--- config.mk ---
export PLATFORM = sky130hd
export DESIGN_NAME = mips_mem_arb_flat
export DESIGN_NICKNAME = d
export VERILOG_FILES = /design/src/rtl/mips_mem_arb_if.sv /design/src/rtl/mips_mem_arb.sv /design/src/flat_wrapper.sv
export SDC_FILE = /design/constraint.sdc
export NUM_CORES = 2
export LEC_CHECK = 0
export ABC_CLOCK_PERIOD_IN_PS = 4700
export BUFFER_PORTS_ARGS = -buffer_cell sky130_fd_sc_hd__buf_2
export CAP_MARGIN = 10
export CORE_ASPECT_RATIO = 1.5
export CORE_MARGIN = 3
export CORE_UTILIZATION = 54
export CTS_CLUSTER_DIAMETER = 60
export DETAILED_ROUTE_END_ITERATION = 10
export PLACE_DENSITY = 0.7
export SLEW_MARGIN = 10
export SYNTH_ARGS = -nofsm -noshare
export SYNTH_HDL_FRONTEND = slang
export SYNTH_SLANG_ARGS = --single-unit
--- constraint.sdc ---
create_clock -name clk -period 4.7 [get_ports clk]
set_input_delay 1.175 -clock clk [delete_from_list [all_inputs] [get_ports clk]]
set_output_delay 1.175 -clock clk [all_outputs]
set_load 0.1 [all_outputs]
--- src/rtl/mips_mem_arb_if.sv ---
// Request/response bundle between the MIPS fetch/data ports and mips_mem_arb.
// i_err/d_err exist only when MIPS_MEM_ERR_EN is defined.
interface mips_mem_arb_if #(
   parameter int WIDTH     = 8,
   parameter int ADDR_BITS = 8
);
   logic                 i_req;
   logic [ADDR_BITS-1:0] i_adr;
   logic [WIDTH-1:0]     i_rdata;
   logic                 i_ready;
   logic                 d_req;
   logic                 d_we;
   logic [ADDR_BITS-1:0] d_adr;
   logic [WIDTH-1:0]     d_wdata;
   logic [WIDTH-1:0]     d_rdata;
   logic                 d_ready;
   logic                 busy;
`ifdef MIPS_MEM_ERR_EN
   logic                 i_err;
   logic                 d_err;
`endif

   modport slave (
      input  i_req, i_adr, d_req, d_we, d_adr, d_wdata,
      output i_rdata, i_ready, d_rdata, d_ready, busy
`ifdef MIPS_MEM_ERR_EN
      , output i_err, d_err
`endif
   );

   modport master (
      output i_req, i_adr, d_req, d_we, d_adr, d_wdata,
      input  i_rdata, i_ready, d_rdata, d_ready, busy
`ifdef MIPS_MEM_ERR_EN
      , input i_err, d_err
`endif
   );
endinterface

--- src/rtl/mips_mem_arb.sv ---
// Shared on-chip RAM for the MIPS I/D channels: round-robin arbiter with WAIT_STATES latency.
// Define MIPS_MEM_ERR_EN to add out-of-range error pulses (i_err/d_err).
module mips_mem_arb #(
   parameter int WIDTH       = 8,
   parameter int ADDR_BITS   = 8,
   parameter int DEPTH       = 256,
   parameter int WAIT_STATES = 1
) (
   input  logic           clk,
   input  logic           reset,
   mips_mem_arb_if.slave  bus
);
   localparam int IDX_W = (DEPTH > 1) ? $clog2(DEPTH) : 1;

   typedef enum logic [1:0] {S_IDLE, S_ACCESS, S_DONE} state_t;
   typedef enum logic {CH_I = 1'b0, CH_D = 1'b1} chan_t;

   typedef struct packed {
      chan_t                ch;
      logic                 we;
      logic [ADDR_BITS-1:0] adr;
      logic [WIDTH-1:0]     wdata;
   } req_t;

   state_t           state_q, state_d;
   req_t             req_q, req_d;
   logic [3:0]       cnt_q, cnt_d;
   chan_t            last_q, last_d;
   logic [WIDTH-1:0] i_rdata_q, i_rdata_d;
   logic [WIDTH-1:0] d_rdata_q, d_rdata_d;
   logic             i_ready_q, i_ready_d;
   logic             d_ready_q, d_ready_d;
`ifdef MIPS_MEM_ERR_EN
   logic             i_err_q, i_err_d;
   logic             d_err_q, d_err_d;
`endif

   logic [WIDTH-1:0] ram [DEPTH];
   logic             in_range;
   logic             fire;
   logic             ram_we;
   logic [WIDTH-1:0] rd_word;
   chan_t            gnt;

   // Access happens on the edge that leaves ACCESS with the counter exhausted.
   always_comb begin
      in_range = ({1'b0, req_q.adr} < (ADDR_BITS+1)'(DEPTH));
      fire     = (state_q == S_ACCESS) && (cnt_q == 4'd0);
      ram_we   = fire && (req_q.ch == CH_D) && req_q.we && in_range;
      rd_word  = in_range ? ram[req_q.adr[IDX_W-1:0]] : '0;
      gnt      = (bus.i_req && (!bus.d_req || last_q == CH_D)) ? CH_I : CH_D;
   end

   always_comb begin
      state_d   = state_q;
      req_d     = req_q;
      cnt_d     = cnt_q;
      last_d    = last_q;
      i_rdata_d = i_rdata_q;
      d_rdata_d = d_rdata_q;
      i_ready_d = 1'b0;
      d_ready_d = 1'b0;
`ifdef MIPS_MEM_ERR_EN
      i_err_d   = 1'b0;
      d_err_d   = 1'b0;
`endif
      case (state_q)
         S_IDLE: begin
            if (bus.i_req || bus.d_req) begin
               req_d.ch    = gnt;
               req_d.we    = (gnt == CH_D) && bus.d_we;
               req_d.adr   = (gnt == CH_D) ? bus.d_adr : bus.i_adr;
               req_d.wdata = bus.d_wdata;
               cnt_d       = 4'(WAIT_STATES);
               state_d     = S_ACCESS;
            end
         end
         S_ACCESS: begin
            if (cnt_q != 4'd0) begin
               cnt_d = cnt_q - 4'd1;
            end else begin
               if (req_q.ch == CH_I) begin
                  i_rdata_d = rd_word;
                  i_ready_d = 1'b1;
`ifdef MIPS_MEM_ERR_EN
                  i_err_d   = !in_range;
`endif
               end else begin
                  // Writes leave d_rdata untouched.
                  if (!req_q.we) d_rdata_d = rd_word;
                  d_ready_d = 1'b1;
`ifdef MIPS_MEM_ERR_EN
                  d_err_d   = !in_range;
`endif
               end
               last_d  = req_q.ch;
               state_d = S_DONE;
            end
         end
         S_DONE:  state_d = S_IDLE;
         default: state_d = S_IDLE;
      endcase
   end

   always_ff @(posedge clk or posedge reset) begin
      if (reset) begin
         state_q   <= S_IDLE;
         req_q     <= '0;
         cnt_q     <= '0;
         last_q    <= CH_D;
         i_rdata_q <= '0;
         d_rdata_q <= '0;
         i_ready_q <= 1'b0;
         d_ready_q <= 1'b0;
`ifdef MIPS_MEM_ERR_EN
         i_err_q   <= 1'b0;
         d_err_q   <= 1'b0;
`endif
      end else begin
         state_q   <= state_d;
         req_q     <= req_d;
         cnt_q     <= cnt_d;
         last_q    <= last_d;
         i_rdata_q <= i_rdata_d;
         d_rdata_q <= d_rdata_d;
         i_ready_q <= i_ready_d;
         d_ready_q <= d_ready_d;
`ifdef MIPS_MEM_ERR_EN
         i_err_q   <= i_err_d;
         d_err_q   <= d_err_d;
`endif
      end
   end

   // RAM is not reset; reset forces IDLE so an aborted write never reaches it.
   always_ff @(posedge clk) begin
      if (ram_we) ram[req_q.adr[IDX_W-1:0]] <= req_q.wdata;
   end

   assign bus.i_rdata = i_rdata_q;
   assign bus.i_ready = i_ready_q;
   assign bus.d_rdata = d_rdata_q;
   assign bus.d_ready = d_ready_q;
   assign bus.busy    = (state_q != S_IDLE);
`ifdef MIPS_MEM_ERR_EN
   assign bus.i_err   = i_err_q;
   assign bus.d_err   = d_err_q;
`endif
endmodule

--- src/flat_wrapper.sv ---
// flat-port wrapper written by rule: the top's interface ports become plain ports
module mips_mem_arb_flat 
#(
   parameter int WIDTH       = 8,
   parameter int ADDR_BITS   = 8,
   parameter int DEPTH       = 256,
   parameter int WAIT_STATES = 1
)
  (clk, reset, bus_i_req, bus_i_adr, bus_d_req, bus_d_we, bus_d_adr, bus_d_wdata, bus_i_rdata, bus_i_ready, bus_d_rdata, bus_d_ready, bus_busy);
  mips_mem_arb_if #(.WIDTH(WIDTH), .ADDR_BITS(ADDR_BITS)) bus_i ();
  input  logic clk;
  input  logic reset;
  input wire logic [$bits(bus_i.i_req)-1:0] bus_i_req;
  input wire logic [$bits(bus_i.i_adr)-1:0] bus_i_adr;
  input wire logic [$bits(bus_i.d_req)-1:0] bus_d_req;
  input wire logic [$bits(bus_i.d_we)-1:0] bus_d_we;
  input wire logic [$bits(bus_i.d_adr)-1:0] bus_d_adr;
  input wire logic [$bits(bus_i.d_wdata)-1:0] bus_d_wdata;
  output wire logic [$bits(bus_i.i_rdata)-1:0] bus_i_rdata;
  output wire logic [$bits(bus_i.i_ready)-1:0] bus_i_ready;
  output wire logic [$bits(bus_i.d_rdata)-1:0] bus_d_rdata;
  output wire logic [$bits(bus_i.d_ready)-1:0] bus_d_ready;
  output wire logic [$bits(bus_i.busy)-1:0] bus_busy;
  assign bus_i.i_req = bus_i_req;
  assign bus_i.i_adr = bus_i_adr;
  assign bus_i.d_req = bus_d_req;
  assign bus_i.d_we = bus_d_we;
  assign bus_i.d_adr = bus_d_adr;
  assign bus_i.d_wdata = bus_d_wdata;
  assign bus_i_rdata = bus_i.i_rdata;
  assign bus_i_ready = bus_i.i_ready;
  assign bus_d_rdata = bus_i.d_rdata;
  assign bus_d_ready = bus_i.d_ready;
  assign bus_busy = bus_i.busy;
  mips_mem_arb #(.WIDTH(WIDTH), .ADDR_BITS(ADDR_BITS), .DEPTH(DEPTH), .WAIT_STATES(WAIT_STATES)) u_core (.clk(clk), .reset(reset), .bus(bus_i));
endmodule
==> results.md <==
* FILL cells at 10190
* Reg2Reg Setup Slack at 0.25 ns
* Initial DRC Count at 4629
* Worst EP required at 5.39 ns
* DRT antenna net count at 0
* Post_cts resized at 0
* Area Overhead vs Synth at 11.11%
* CP Max Fanout at 29
* Worst Skew at 0.03461 ns
* FP Rows at 173
* Vias in the first global route at 40530
* Register Area at 62620 sq um
* Synth top area cells: edfxtp_1 76%, mux4_2 12%, mux2i_1 2.2%
* Via/cell ratio at 6.458
* Top cell type's share of synthesized area at 75.91%
* Core Util, Final at 60.53%
* Synth cell count leaders: 2048 x edfxtp_1, 446 x mux4_2, 290 x nor2_1
* Leakage at 28.62 nW
* Post-synth EDFFs at 2048
* Synth Register Bits at 2091
* Total number of vias at 39650
* Post-synth top area cell: edfxtp_1
* WL/cell at 31.55 um
* Post-DP HPWL at 122.9 mm
* Count leader, synth: edfxtp_1
* Die width at 322.3 um
* DRC Markers at 0
* Syn_area_per_cell at 20.90 sq um
* Num ports at 48
* Post-synth top flop: edfxtp_1
* RSZ-0062 raised after global routing: false
* CP endpoint kind: flip-flop
* # Max-Cap Violations at 0
* Final setup viols at 0
* Hold Vio Cnt, Final at 0
* Post-CTS Setup Bufs at 0
* Nets at 4097
* Setup_tns at 0 ns
* Drt first pass iters at 6
* Congestion Overflow GR at 0
* Depth of the CTS H-tree at 4
* Tot GR Track Use at 25.34%
* Height of the die at 480.4 um
* Hold Path Class: reg2reg
* Final period util at 94.78%
* Setup CP Type: reg2reg
* Clock Latency Late Sink at 0.80 ns
* Num CTS Buffers at 177
* Clock sinks at 2091
* Final WL at 193.7 mm
* Clock Path Buffers at 3
* Area of the multi-input gates at 17180 sq um
* Fmax at 224.5 MHz
* Mapped Nets at 3906
* Least-Margin Pin Slew at 1.252 ns
* First-pass GRT wire length at 281.9 mm
* Yosys warns at 0
* Peak supply drop at 664.5 uV
* Root Buffer: clkbuf_16
* Synthesized area at 81020 sq um
* Critical path arrival at 5.15 ns
* Core area at 148700 sq um
* Register area share after synthesis at 77.24%
* CP Launch Type: flip-flop
* Initial antenna violation count at 5
* Mapped Cells at 3876
* Outcome: finished clean
* Placer Congestion at 0.8803
* Largest net degree at the start of global routing at 258
* Pins Over Slew Limit at 0
* CTS tree: built
* Total power per unit cell area at 608.4 nW/um^2
* Ys async rst share at 2.056%
* IO Port Bufs at 47
* Slew headroom at 16.24%
* Clock Pin Slew Worst Setup and Hold Paths at 0.07 ns
* Crit path time final at 4.455 ns
* Die area at 154800 sq um
* Fraction of layout cells with a size suffix above 1 at 24.19%
* Initial Util at 54.48%
* CTS Hold Bufs at 0
* Yosys cell types at 64
[metrics by stage]
stage / total power [mW] / cells / hold slack (ns) / area [sq um] / setup slack (ns)
2_1_floorplan: 35.14 / 3876 / 0.4621 / 81020 / 0.7164
3_3_place_gp: 40.56 / 5812 / 0.4989 / 84370 / 0.3167
3_5_place_dp: 40.83 / 5812 / 0.5113 / 84370 / 0.2817
4_1_cts: 55.00 / 6133 / 0.5055 / 89980 / 0.2481
5_1_grt: 56.50 / 6135 / 0.5381 / 90010 / 0.08366
6_report: 54.76 / 6139 / 0.5184 / 90020 / 0.2453
[where the power goes]
part	switching (mW)	total [mW]	internal, mW	leakage (nW)
sequential	1.16	24.6	23.5	18.9
combinational	10.0	15.8	5.76	6.96
clock	6.52	14.3	7.83	2.74
total	17.7	54.8	37.0	28.6
[final timing paths]
path	from	end	depth (start not counted)
max in group asynchronous	reset	u_core.req_q[11]$_DFFE_PP0P_	3
worst min register to register	u_core.cnt_q[0]$_DFFE_PP0P_	u_core.cnt_q[0]$_DFFE_PP0P_	1
worst max register to register	u_core.req_q[8]$_DFFE_PP0P_	u_core.bus.d_rdata[2]$_DFFE_PP0P_	9
worst max-delay path	u_core.req_q[8]$_DFFE_PP0P_	u_core.bus.d_rdata[2]$_DFFE_PP0P_	9
min in group asynchronous	reset	u_core.req_q[7]$_DFFE_PP0P_	3
worst min-delay path	u_core.cnt_q[0]$_DFFE_PP0P_	u_core.cnt_q[0]$_DFFE_PP0P_	1
[cell families after synthesis]
| group | count (synthesis) | share of synthesized area [%] |
|---|---|---|
| AOI/OAI and AO/OA | 328 | 2.982 |
| xor gates and xnor gates | 2 | 0.02162 |
| DFF | 2091 | 77.24 |
| muxes | 650 | 14.96 |
| adders and majority gates | 1 | 0.01544 |
| buffers and inverters | 250 | 1.645 |
| and+or+nand+nor | 554 | 3.144 |
[worst max-delay path, stage by stage (launching register included)]
cell and delay, ns:
dfrtp_4 0.91, buf_12 0.30, buf_4 0.32, mux4_2 0.54
a211oi_1 0.51, a31oi_1 0.18, nor4_1 0.92, buf_4 0.24
a21oi_1 0.08, mux2_2 0.29
[flip-flops by register name (all words and copies together), names as in the netlist]
name,count
u_core.bus.d_rdata,8
u_core.req_q,18
u_core.bus.i_ready,1
u_core.bus.i_rdata,8
u_core.state_q,2
u_core.last_q,1
u_core.bus.d_ready,1
u_core.ram,2048
u_core.cnt_q,4
[cell type report]
| class | instances | share of cell area, % |
|---|---|---|
| clock inverter | 108 | 1.088 |
| tap | 1925 | 2.676 |
| timing repair buffer | 255 | 2.407 |
| clock buffer | 213 | 5.141 |
| antenna | 5 | 0.01390 |
| sequential | 2091 | 69.56 |
| multi-input combinational | 1535 | 19.08 |
| inverter | 7 | 0.02919 |
[cell usage in the layout, fill, tap and decap left out, types with 34 or more instances in the layout]
| master | instances |
|---|---|
| nor2_1 | 289 |
| clkbuf_16 | 180 |
| mux4_2 | 446 |
| a22oi_1 | 71 |
| a221oi_1 | 39 |
| buf_4 | 179 |
| mux2i_1 | 179 |
| buf_2 | 47 |
| a21oi_1 | 34 |
| nand3_1 | 69 |
| clkinv_1 | 39 |
| nand2_1 | 64 |
| edfxtp_1 | 2048 |
[per-layer routing]
layer | vias up | share of wire, % | wire length [um] | global-route usage, %
li1 | 16470 | - | - | -
met1 | 20770 | 35 | 68360 | 31.88
met2 | 1990 | 52 | 100900 | 43.57
met3 | 423 | 7.7 | 14840 | 4.096
met4 | 2 | 4.9 | 9582 | 11.59
met5 | - | 0.0057 | 11 | 0
Note: power is estimated with default switching activity, not from simulation.
